--- config.mk ---
export PLATFORM = sky130hd
export DESIGN_NAME = counter_sequencer
export DESIGN_NICKNAME = d
export VERILOG_FILES = /design/src/rtl/counter_sequencer.sv
export SDC_FILE = /design/constraint.sdc
export NUM_CORES = 1
export LEC_CHECK = 0
export ABC_AREA = 1
export ABC_CLOCK_PERIOD_IN_PS = 1600
export CAP_MARGIN = 20
export CORE_MARGIN = 2
export CORE_UTILIZATION = 47
export CTS_BUF_LIST = sky130_fd_sc_hd__clkbuf_16
export CTS_CLUSTER_SIZE = 10
export DETAILED_ROUTE_END_ITERATION = 12
export PLACE_DENSITY = 0.81
export RECOVER_POWER = 100
export SYNTH_ARGS = -nofsm -noshare
export SYNTH_HDL_FRONTEND = slang
export SYNTH_SLANG_ARGS = --single-unit
--- constraint.sdc ---
create_clock -name clk -period 1.6 [get_ports clk]
set_input_delay 0.16 -clock clk [delete_from_list [all_inputs] [get_ports clk]]
set_output_delay 0.16 -clock clk [all_outputs]
set_load 0.1 [all_outputs]
--- src/rtl/counter_sequencer.sv ---
// Command-driven sequencer for an external up/down/load/clear counter.
// Accepts CLEAR/LOAD/UP N/DOWN N over valid/ready and reports completion with a done pulse.
module counter_sequencer #(
  parameter int unsigned WIDTH = 8
) (
  input  logic             clk,
  input  logic             rst_n,
  input  logic             cmd_valid,
  output logic             cmd_ready,
  input  logic [1:0]       cmd_op,
  input  logic [WIDTH-1:0] cmd_arg,
  input  logic             abort,
  input  logic [WIDTH-1:0] ctr_out,
  output logic [WIDTH-1:0] ctr_datain,
  output logic             ctr_clear,
  output logic             ctr_load,
  output logic             ctr_counten,
  output logic             ctr_inc,
  output logic             busy,
  output logic             done,
  output logic [WIDTH-1:0] done_value,
  output logic             done_wrap,
  output logic             done_abort
);

  typedef enum logic [2:0] {S_IDLE, S_CLR, S_LD, S_RUN, S_DONE} state_t;

  localparam logic [1:0] OP_CLEAR = 2'b00;
  localparam logic [1:0] OP_LOAD  = 2'b01;
  localparam logic [1:0] OP_UP    = 2'b10;

  state_t           state, state_n;
  logic [1:0]       op_q;
  logic [WIDTH-1:0] arg_q;
  logic [WIDTH-1:0] remaining;
  logic             wrap_q, abort_q;
  logic [WIDTH-1:0] hold_value;
  logic             hold_wrap, hold_abort;

  always_comb begin
    state_n     = state;
    cmd_ready   = 1'b0;
    ctr_clear   = 1'b0;
    ctr_load    = 1'b0;
    ctr_counten = 1'b0;
    ctr_inc     = 1'b0;
    busy        = 1'b1;
    done        = 1'b0;
    unique case (state)
      S_IDLE: begin
        busy      = 1'b0;
        cmd_ready = 1'b1;
        if (cmd_valid) begin
          if (cmd_op == OP_CLEAR)     state_n = S_CLR;
          else if (cmd_op == OP_LOAD) state_n = S_LD;
          else if (cmd_arg == '0)     state_n = S_DONE;
          else                        state_n = S_RUN;
        end
      end
      S_CLR: begin
        ctr_clear = 1'b1;
        state_n   = S_DONE;
      end
      S_LD: begin
        ctr_load = 1'b1;
        state_n  = S_DONE;
      end
      S_RUN: begin
        ctr_counten = 1'b1;
        ctr_inc     = (op_q == OP_UP);
        if (abort || remaining == WIDTH'(1)) state_n = S_DONE;
      end
      S_DONE: begin
        done    = 1'b1;
        state_n = S_IDLE;
      end
      default: state_n = S_IDLE;
    endcase
  end

  always_ff @(posedge clk or negedge rst_n) begin
    if (!rst_n) begin
      state      <= S_IDLE;
      op_q       <= '0;
      arg_q      <= '0;
      remaining  <= '0;
      wrap_q     <= 1'b0;
      abort_q    <= 1'b0;
      hold_value <= '0;
      hold_wrap  <= 1'b0;
      hold_abort <= 1'b0;
    end else begin
      state <= state_n;
      unique case (state)
        S_IDLE: begin
          if (cmd_valid) begin
            op_q      <= cmd_op;
            arg_q     <= cmd_arg;
            remaining <= cmd_arg;
            wrap_q    <= 1'b0;
            abort_q   <= 1'b0;
          end
        end
        S_RUN: begin
          remaining <= remaining - WIDTH'(1);
          if ((ctr_inc && ctr_out == '1) || (!ctr_inc && ctr_out == '0)) wrap_q <= 1'b1;
          if (abort) abort_q <= 1'b1;
        end
        S_DONE: begin
          hold_value <= ctr_out;
          hold_wrap  <= wrap_q;
          hold_abort <= abort_q;
        end
        default: ;
      endcase
    end
  end

  // The counter's final step lands on the edge entering DONE, so the live
  // ctr_out is reported during DONE and captured for holding on exit.
  assign done_value = (state == S_DONE) ? ctr_out : hold_value;
  assign done_wrap  = (state == S_DONE) ? wrap_q  : hold_wrap;
  assign done_abort = (state == S_DONE) ? abort_q : hold_abort;
  assign ctr_datain = arg_q;

endmodule

======== Yosys cells after proc, flatten, opt, wreduce, memory -nomap -nowiden ========
Index checks and enable logic that the tools add are counted.
storage, ports and cells
  flip-flop bits (word level) ............. 33
  bits in latches ......................... 0
  bits in writable memories ............... 0
  ROM bits ................................ 0
  bits of input ports ..................... 22
  memories ................................ 0
operators by class
  add/subtract/negate cells ............... 1
  $mul .................................... 0
  div/mod/pow operators ................... 0
  magnitude comparators ................... 0
  equal/unequal tests ..................... 12
  shift-type cells ........................ 0
  multiplexer cells ....................... 23
  bitwise operators ....................... 0
  reduce and logical (&&, ||, !) cells .... 16
operators by type and width
  kind                 number
  $logic_not 8->1      2
  $mux 8               2
  $pmux 8 s2           1
  $mux 3               5
  $mux 1               12
  $pmux 3 s3           1
  $eq 8x1->1 const B   1
  $eq 8x8->1 const B   1
  $ne 2x2->1 const B   4
  $sub 8x1->8 const B  1
  $eq 3x2->1 const B   2
  $reduce_and 2->1     3
  $reduce_and 3->1     2
  $pmux 1 s2           2
  $eq 3x1->1 const B   1
  $eq 3x3->1 const B   1
  $logic_not 3->1      1
  $eq 2x1->1 const B   1
  $eq 2x2->1 const B   1
  $logic_and 1x1->1    2
  $logic_not 2->1      1
  $logic_or 1x1->1     2
  $reduce_bool 2->1    1
  $reduce_or 2->1      1
  $logic_not 1->1      1

======== Longest topological paths before layout ========
Gate-level depths: netlist of the first run.
  word-level depth ........................ 7
  mapped depth ............................ 10

======== Least setup slack after synthesis of the first run ========
OpenSTA, ideal clock, no wires.
  kind .................................... register to output
  start point ............................. register state[1]
  end point ............................... output ctr_load
  arrival time ............................ 2504 ps
  required time ........................... 1440 ps
  path slack .............................. -1064 ps
  stages on the path, launching flop included .. 3
  buffers on the path ..................... 0
  cell sequence ........................... dfrtp_1 > inv_2 > nor3_1
between the ends
  cells in the longest elaborated chain, start to end .. 2
RTL lines
  element                   RTL line  source
  start: declaration        32        state_t state, state_n;
  start signal: assignment  93        state <= state_n;
  $eq 3x2->1                49        unique case (state)
  $mux 1                    49
  end: declaration          16        output logic ctr_load,
No other way between the ends.

======== Final worst setup path of the first run ========
  start point ............................. register state[1]
  end point ............................... output done_value[7]
between the ends
  cells in the longest elaborated chain, start to end .. 2
RTL lines
  element           RTL line  source
  $eq 3x3->1        121       assign done_value = (state == S_DONE) ? ctr_out : hold_value;
  $mux 8            --
  end: declaration  21        output logic [WIDTH-1:0] done_value,
No other way between the ends.

==> results of run 1 <==
==> layout by cell type (no fill, tap or decap), types with 10 or more instances in the layout <==
cell and instances:
nand2_2 10, nand2_4 17, inv_1 17, dfrtp_1 33, nand2_1 48, nand3_1 10
buf_12 16, clkdlybuf4s50_1 20, buf_4 17, nor2_1 21
==> through the flow <==
step / hold WS, ns / instances / instance area [sq um]
after floorplan: -0.136 / 203 / 1750
after global placement: 0.457 / 297 / 2520
after detailed placement: 0.467 / 297 / 2520
after CTS: 0.305 / 313 / 2760
after global routing: 0.508 / 319 / 2750
final: 0.474 / 319 / 2750
==> state kept, by name, summed over array words and instances (netlist names) <==
name and flops:
abort_q 1, ctr_datain 8, hold_abort 1, hold_value 8
hold_wrap 1, op_q 2, remaining 8, state 3
wrap_q 1
==> worst paths after layout <==
kind	start	end	slack, ns
worst min-delay path	ctr_datain[0]	ctr_datain[0]	0.47
worst max-delay path	state[1]	done_value[7]	-0.06
worst max register to register	remaining[0]	remaining[6]	0.10
min in group asynchronous	rst_n	hold_value[2]	0.54
max in group asynchronous	rst_n	wrap_q	0.53
worst min register to register	ctr_datain[0]	ctr_datain[0]	0.47
==> per-layer routing <==
layer	share of wire, %	vias up
met3	5.6	14
met5	0	-
met1	40	846
met2	52	84
met4	2.5	0
li1	-	788
==> cell families after synthesis <==
logic type,count (synthesis)
and+or+nand+nor,122
AOI/OAI and AO/OA,19
buffers and inverters,26
xor gates and xnor gates,1
adders and majority gates,2
DFF,33
==> critical path: stages, from the launching register on <==
cell and delay (ns):
dfrtp_1 0.39, inv_2 0.09, nand2_4 0.07, nor2_4 0.15, buf_6 0.17, nand2_2 0.08, nand2_4 0.08, buf_12 0.17
==> cell type report <==
class	instances	area (sq um)	share of cell area [%]
well taps	46	57.6	2.09
multi-input cells	144	878	31.9
inverters	23	104	3.77
clock inverters	2	7.51	0.273
clock buffers	5	125	4.55
repair buffers	66	753	27.4
flip-flops and latches	33	826	30.0
==> timing repair <==
| item | CTS | global route |
|---|---|---|
| setup endpoints to repair | 10 | 18 |
| cloned | 1 | 0 |
| buffers inserted | 8 | 7 |
| resized for setup | 15 | 19 |
| pin swaps | 5 | 7 |
==> PnR_summary.wiki, run 1 <==
{| class="wikitable"
! Metric !! Value
|-
| Outcome || finished with violations
|-
| Violations in the final reports || setup timing
|-
| Remaining global-route overflow || 0
|-
| Final number of max-transition violations || 0
|-
| Endpoint arrival time on the critical path || 1.50 ns
|-
| Adder-cell share of the synthesized area || 1.55%
|-
| Maximum fanout encountered on the critical timing path || 5
|-
| GRT busiest layer || met2
|-
| Gpl congestion || 0.872
|-
| Met1 Usage GRT || 31.7%
|-
| Fmax || 604 MHz
|-
| Post-Synth XOR/XNOR Area || 0.541%
|-
| Net count of the mapped netlist || 227
|-
| Overall via count from detail_route || 1732
|-
| Number of enable-type register cells in the synthesized netlist || 0
|-
| Largest net degree at the start of global routing || 34
|-
| Min-delay worst type || reg -> reg
|-
| Post-route ant nets || 0
|-
| Setup slack of the critical path after layout || -0.0562 ns
|-
| Detailed-route vias per instance || 5.43
|-
| Post-placement worst setup slack || 0.0721 ns
|-
| Die boundary width || 62.7 um
|-
| Clock transition at path regs || 0.05 ns
|-
| Hold Crit Depth || 2
|-
| Main combinational cell family by area after synthesis || simple AND/OR/NAND/NOR gates
|-
| Layout area overhead || 69.9%
|-
| Total Routing Usage GR || 25.4%
|-
| Mapped Cells || 203
|-
| Period utilization || 104%
|-
| Number of distinct standard cells referenced by the synthesized netlist || 23
|-
| Ranking of synthesized cells by area || dfrtp_1 51%, nand2_1 17%, nor2_1 5.1%, inv_1 3.9%, nand3_1 3.4%
|-
| Detailed placement HPWL || 2920 um
|-
| Ports placed on the boundary || 47
|-
| Clock Tree Buf Depth || 2
|-
| Final routed DRC violation total || 0
|-
| Unrepaired setup endpoints after global routing || true
|-
| Final setup violation count || 12
|-
| Worst r2r path cells || 7
|-
| Slew @ Worst Pin || 0.827 ns
|-
| Area of the mapped netlist || 1620 sq um
|-
| Drt first-iter violations || 90
|-
| Layout Skew || 0.00798 ns
|-
| Worst-Skew Late Latency || 0.28 ns
|-
| Most used standard cell by instance count after synthesis || nand2_1
|-
| DR WL/cell || 17.1 um
|-
| Proportion of synthesized area in mux cells || 0%
|-
| Number of filler instances in the final layout || 164
|-
| Asr flop ratio synth || 100%
|-
| Initial antenna violation count || 0
|-
| Count of maximum capacitance violations || 0
|-
| CTS H-Tree Depth || 2
|-
| Met3 track utilization from global routing || 4.86%
|-
| Number of storage elements in the synthesis netlist || 33
|-
| Via count of the first global-routing pass || 1606
|-
| Port buffer count || 46
|-
| Die ar. || 3930 sq um
|-
| Nets || 297
|-
| Ys flop type || dfrtp_1
|-
| Post-Synthesis Mean Instance Area || 7.98 sq um
|-
| Fraction of the mapped netlist area in compound gates || 6.72%
|-
| Area leader, netlist || dfrtp_1
|-
| Detailed-router iteration count before antenna repair || 4
|-
| CTS Hold Buffers Added || 0
|-
| Global-route wire length before repair || 7730 um
|-
| Portion of synthesized cell area occupied by the leading cell type || 51.0%
|-
| Clock sink count || 33
|-
| WL final || 5460 um
|-
| Antenna cell count || 0
|-
| Post-route setup TNS || -0.304 ns
|-
| Warnings from Yosys || 0
|-
| Startpoint class of the critical path || flip-flop
|-
| Final critical delay including setup and external delays || 1.66 ns
|-
| Height of the die || 62.7 um
|-
| Final design utilization || 83.1%
|-
| Worst relative slew slack || 44.9%
|-
| WP data required || 1.44 ns
|-
| Effective utilization at floorplan || 48.9%
|-
| Sequential cell area fraction in the yosys report || 51.0%
|-
| Share of cells above drive strength 1 || 34.4%
|-
| Class of the most critical setup path || reg -> out
|-
| Crit path capture type || primary output
|-
| TritonCTS clock tree || done
|-
| Simple logic cell fraction of the synthesized area || 33.5%
|-
| Final Hold Violating Endpoints || 0
|-
| Core box area || 3310 sq um
|-
| TritonCTS buffer count || 5
|-
| Clk Tree Root Cell || clkbuf_16
|-
| Cell types with the highest counts after synthesis || 74 x nand2_1, 33 x dfrtp_1, 22 x nor2_1
|-
| Standard-cell row count || 21
|-
| GR Layer Usage met2 || 42.6%
|}
Power of run 1 is left out: the tool's default activity adds up to more than one toggle a clock period on the data nets, which glitch-free logic cannot reach.
==> run 2: changes to the inputs <==
--- a/config.mk
+++ b/config.mk
@@ -11,6 +11,7 @@
 export CORE_MARGIN = 2
 export CORE_UTILIZATION = 47
 export CTS_BUF_LIST = sky130_fd_sc_hd__clkbuf_16
+export CTS_CLUSTER_DIAMETER = 120
 export CTS_CLUSTER_SIZE = 10
 export DETAILED_ROUTE_END_ITERATION = 12
 export PLACE_DENSITY = 0.81
==> results of run 2 <==
No change in the layout: final DEF, timing and power equal those of run 1.
Power of run 2 is left out for the same reason.
==> run 3: changes to the inputs <==
--- a/config.mk
+++ b/config.mk
@@ -7,14 +7,14 @@
 export LEC_CHECK = 0
 export ABC_AREA = 1
 export ABC_CLOCK_PERIOD_IN_PS = 1600
-export CAP_MARGIN = 20
+export CAP_MARGIN = 10
 export CORE_MARGIN = 2
 export CORE_UTILIZATION = 47
 export CTS_BUF_LIST = sky130_fd_sc_hd__clkbuf_16
 export CTS_CLUSTER_DIAMETER = 120
 export CTS_CLUSTER_SIZE = 10
 export DETAILED_ROUTE_END_ITERATION = 12
-export PLACE_DENSITY = 0.81
+export PLACE_DENSITY = 0.79
 export RECOVER_POWER = 100
 export SYNTH_ARGS = -nofsm -noshare
 export SYNTH_HDL_FRONTEND = slang
==> PnR_summary.wiki, run 3 (synthesized netlist as in run 1, its figures left out) <==
{| class="wikitable"
! Metric !! Value
|-
| Outcome || finished with violations
|-
| Violations in the final reports || setup timing
|-
| Startpoint class of the critical path || flip-flop
|-
| Clock transition at path regs || 0.05 ns (about the same)
|-
| Endpoint arrival time on the critical path || 1.52 ns (+0.02 ns)
|-
| Worst-Skew Late Latency || 0.28 ns (about the same)
|-
| Met1 Usage GRT || 30.8% (-0.86 points)
|-
| Beginning of the worst hold path || ctr_datain[2]
|-
| Global-route wire length before repair || 7830 um (+1.3%)
|-
| Number of logic stages on the critical path including buffering || 7 (unchanged)
|-
| Critical path origin || state[1]
|-
| Cell family contributing the most delay on the critical path || simple AND/OR/NAND/NOR gates
|-
| Final setup violation count || 13 (+1)
|-
| Post-route setup TNS || -0.651 ns (-0.347 ns)
|-
| TritonCTS clock tree || done
|-
| Clk Tree Root Cell || clkbuf_16
|-
| DR WL/cell || 16.0 um (-6.8%)
|-
| WL final || 5010 um (-8.3%)
|-
| Number of filler instances in the final layout || 192 (+17%)
|-
| Largest net degree at the start of global routing || 34 (unchanged)
|-
| Area taken by multi-input logic gates || 848 sq um (-3.4%)
|-
| Slowest CP cell || dfrtp_1
|-
| GR Layer Usage met2 || 43.5% (+0.94 points)
|-
| Post-route cell area || 2680 sq um (-2.5%)
|-
| Leading cell type in the layout, fill and taps excluded || nand2_1
|-
| WP data required || 1.44 ns (about the same)
|-
| Worst relative slew slack || 45.1% (+0.25 points)
|-
| Slew @ Worst Pin || 0.823 ns (-0.00369 ns)
|-
| Final routed DRC violation total || 0 (unchanged)
|-
| Max stage delay on crit path || 0.41 ns (+0.02 ns)
|-
| Register area || 826 sq um (unchanged)
|-
| Clock Tree Buf Depth || 2 (unchanged)
|-
| Final number of max-transition violations || 0 (unchanged)
|-
| Ports placed on the boundary || 47 (unchanged)
|-
| Standard-cell row count || 21 (unchanged)
|-
| Placed cell areas || 2520 sq um (unchanged)
|-
| Startpoint of the lowest-slack register-to-register path || state[1]
|-
| Final Hold Violating Endpoints || 0 (unchanged)
|-
| Bufs and invs on worst path || 3 (unchanged)
|-
| Port buffer count || 46 (unchanged)
|-
| Count of maximum capacitance violations || 0 (unchanged)
|-
| Gpl congestion || 0.848 (-2.8%)
|-
| Overall via count from detail_route || 1634 (-5.7%)
|-
| Height of the die || 62.7 um (unchanged)
|-
| Crit path capture type || primary output
|-
| Period utilization || 105% (+1.6 points)
|-
| Drt first-iter violations || 106 (+18%)
|-
| Effective utilization at floorplan || 48.9% (unchanged)
|-
| CTS Hold Buffers Added || 0 (unchanged)
|-
| Setup slack of the critical path after layout || -0.0811 ns (-0.0250 ns)
|-
| Maximum fanout encountered on the critical timing path || 11 (+6)
|-
| Layout area overhead || 65.7%
|-
| Worst r2r path cells || 8 (+1)
|-
| Via count of the first global-routing pass || 1666 (+3.7%)
|-
| Most frequent CP cell || nand2_4
|-
| Reg2Reg Capture Point || state[0]
|-
| Initial antenna violation count || 0 (unchanged)
|-
| Met3 track utilization from global routing || 7.39% (+2.5 points)
|-
| Worst hold margin || 0.469 ns (-0.00457 ns)
|-
| Antenna cell count || 0 (unchanged)
|-
| Unrepaired setup endpoints after global routing || true
|-
| Layout Skew || 0.00814 ns (+0.000158 ns)
|-
| Core box area || 3310 sq um (unchanged)
|-
| Remaining global-route overflow || 0 (unchanged)
|-
| Nets || 291 (-2.0%)
|-
| Class of the most critical setup path || reg -> out
|-
| Clock sink count || 33 (unchanged)
|-
| Die ar. || 3930 sq um (unchanged)
|-
| Min-delay worst type || reg -> reg
|-
| CTS H-Tree Depth || 2 (unchanged)
|-
| TritonCTS buffer count || 5 (unchanged)
|-
| Post-route ant nets || 0 (unchanged)
|-
| Slack of the worst reg-to-reg path || 0.04 ns (-0.06 ns)
|-
| Final critical delay including setup and external delays || 1.68 ns (+0.0250 ns)
|-
| Die boundary width || 62.7 um (unchanged)
|-
| GRT busiest layer || met2
|-
| Crit-path cells || inv_2, nand2_4, nor2_4, inv_4, nand2_1, nand2_4, buf_12
|-
| Detailed-route vias per instance || 5.20 (-4.2%)
|-
| Share of cells above drive strength 1 || 31.3% (-3.1 points)
|-
| Detailed placement HPWL || 2960 um (+1.4%)
|-
| Total Routing Usage GR || 25.9% (+0.49 points)
|-
| Detailed-router iteration count before antenna repair || 4 (unchanged)
|-
| Capture point of the critical path || done_value[2]
|-
| Leading cell types in the layout, fill and taps excluded || 54 x nand2_1, 33 x dfrtp_1, 21 x nor2_1, 20 x clkdlybuf4s50_1
|-
| Fmax || 595 MHz (-1.5%)
|}
[run 3: changes by cell type in the layout (fill, tap and decap cells not counted)]
| cell | before | now |
|---|---|---|
| clkinv_2 | 0 | 2 |
| nand2_2 | 10 | 7 |
| buf_12 | 16 | 17 |
| clkinv_1 | 1 | 0 |
| buf_16 | 1 | 0 |
| nand2_1 | 48 | 54 |
| buf_6 | 2 | 4 |
| nand2_4 | 17 | 14 |
| buf_4 | 17 | 9 |
[run 3: worst min-delay path by stage]
stage / to / slack, ns / cells past startpoint
after floorplan: abort_q / -0.14 / 0
after global placement: op_q[1] / 0.46 / 2
after detailed placement: op_q[1] / 0.47 / 2
after CTS: hold_value[5] / 0.31 / 2
after global routing: ctr_datain[2] / 0.49 / 2
final: ctr_datain[2] / 0.47 / 2
[run 3: per-layer routing]
| metal | share of wire, % | wire length [um] |
|---|---|---|
| met5 | 0 | 0 |
| met4 | 3.3 | 166 |
| met3 | 5.4 | 269 |
| met2 | 52 | 2610 |
| met1 | 39 | 1960 |
[run 3: final cells by class]
| type | count | area share [%] |
|---|---|---|
| Multi-Input combinational cell | 144 | 31.6 |
| Sequential cell | 33 | 30.8 |
| Timing Repair Buffer | 60 | 26.4 |
| Clock buffer | 5 | 4.66 |
| Inverter | 23 | 3.87 |
| Tap cell | 46 | 2.15 |
| Clock inverter | 3 | 0.513 |
[run 3: worst reg2reg max path, delay by kind of cell, from the launching register on]
family | cells | cell delay, ns
buffers and inverters | 3 | 0.32
AO/OA/AOI/OAI | 2 | 0.22
flip-flops | 1 | 0.41
AND/OR/NAND/NOR | 3 | 0.55
[run 3: timing repair]
action	CTS	global route
resized for setup	16	10
pin swaps	6	7
gates cloned	1	0
setup buffers	7	1
setup endpoints to repair	10	13
[run 3: per-stage QoR]
stage                     util, %  std cells  worst slack (ns)
after floorplan                 -        203            -0.216
after global placement       76.2        297             0.126
after detailed placement     76.2        297            0.0429
after CTS                    83.4        313           -0.0172
after global routing         81.0        314            -0.126
final                        81.0        314           -0.0811
Power of run 3 is left out for the same reason.
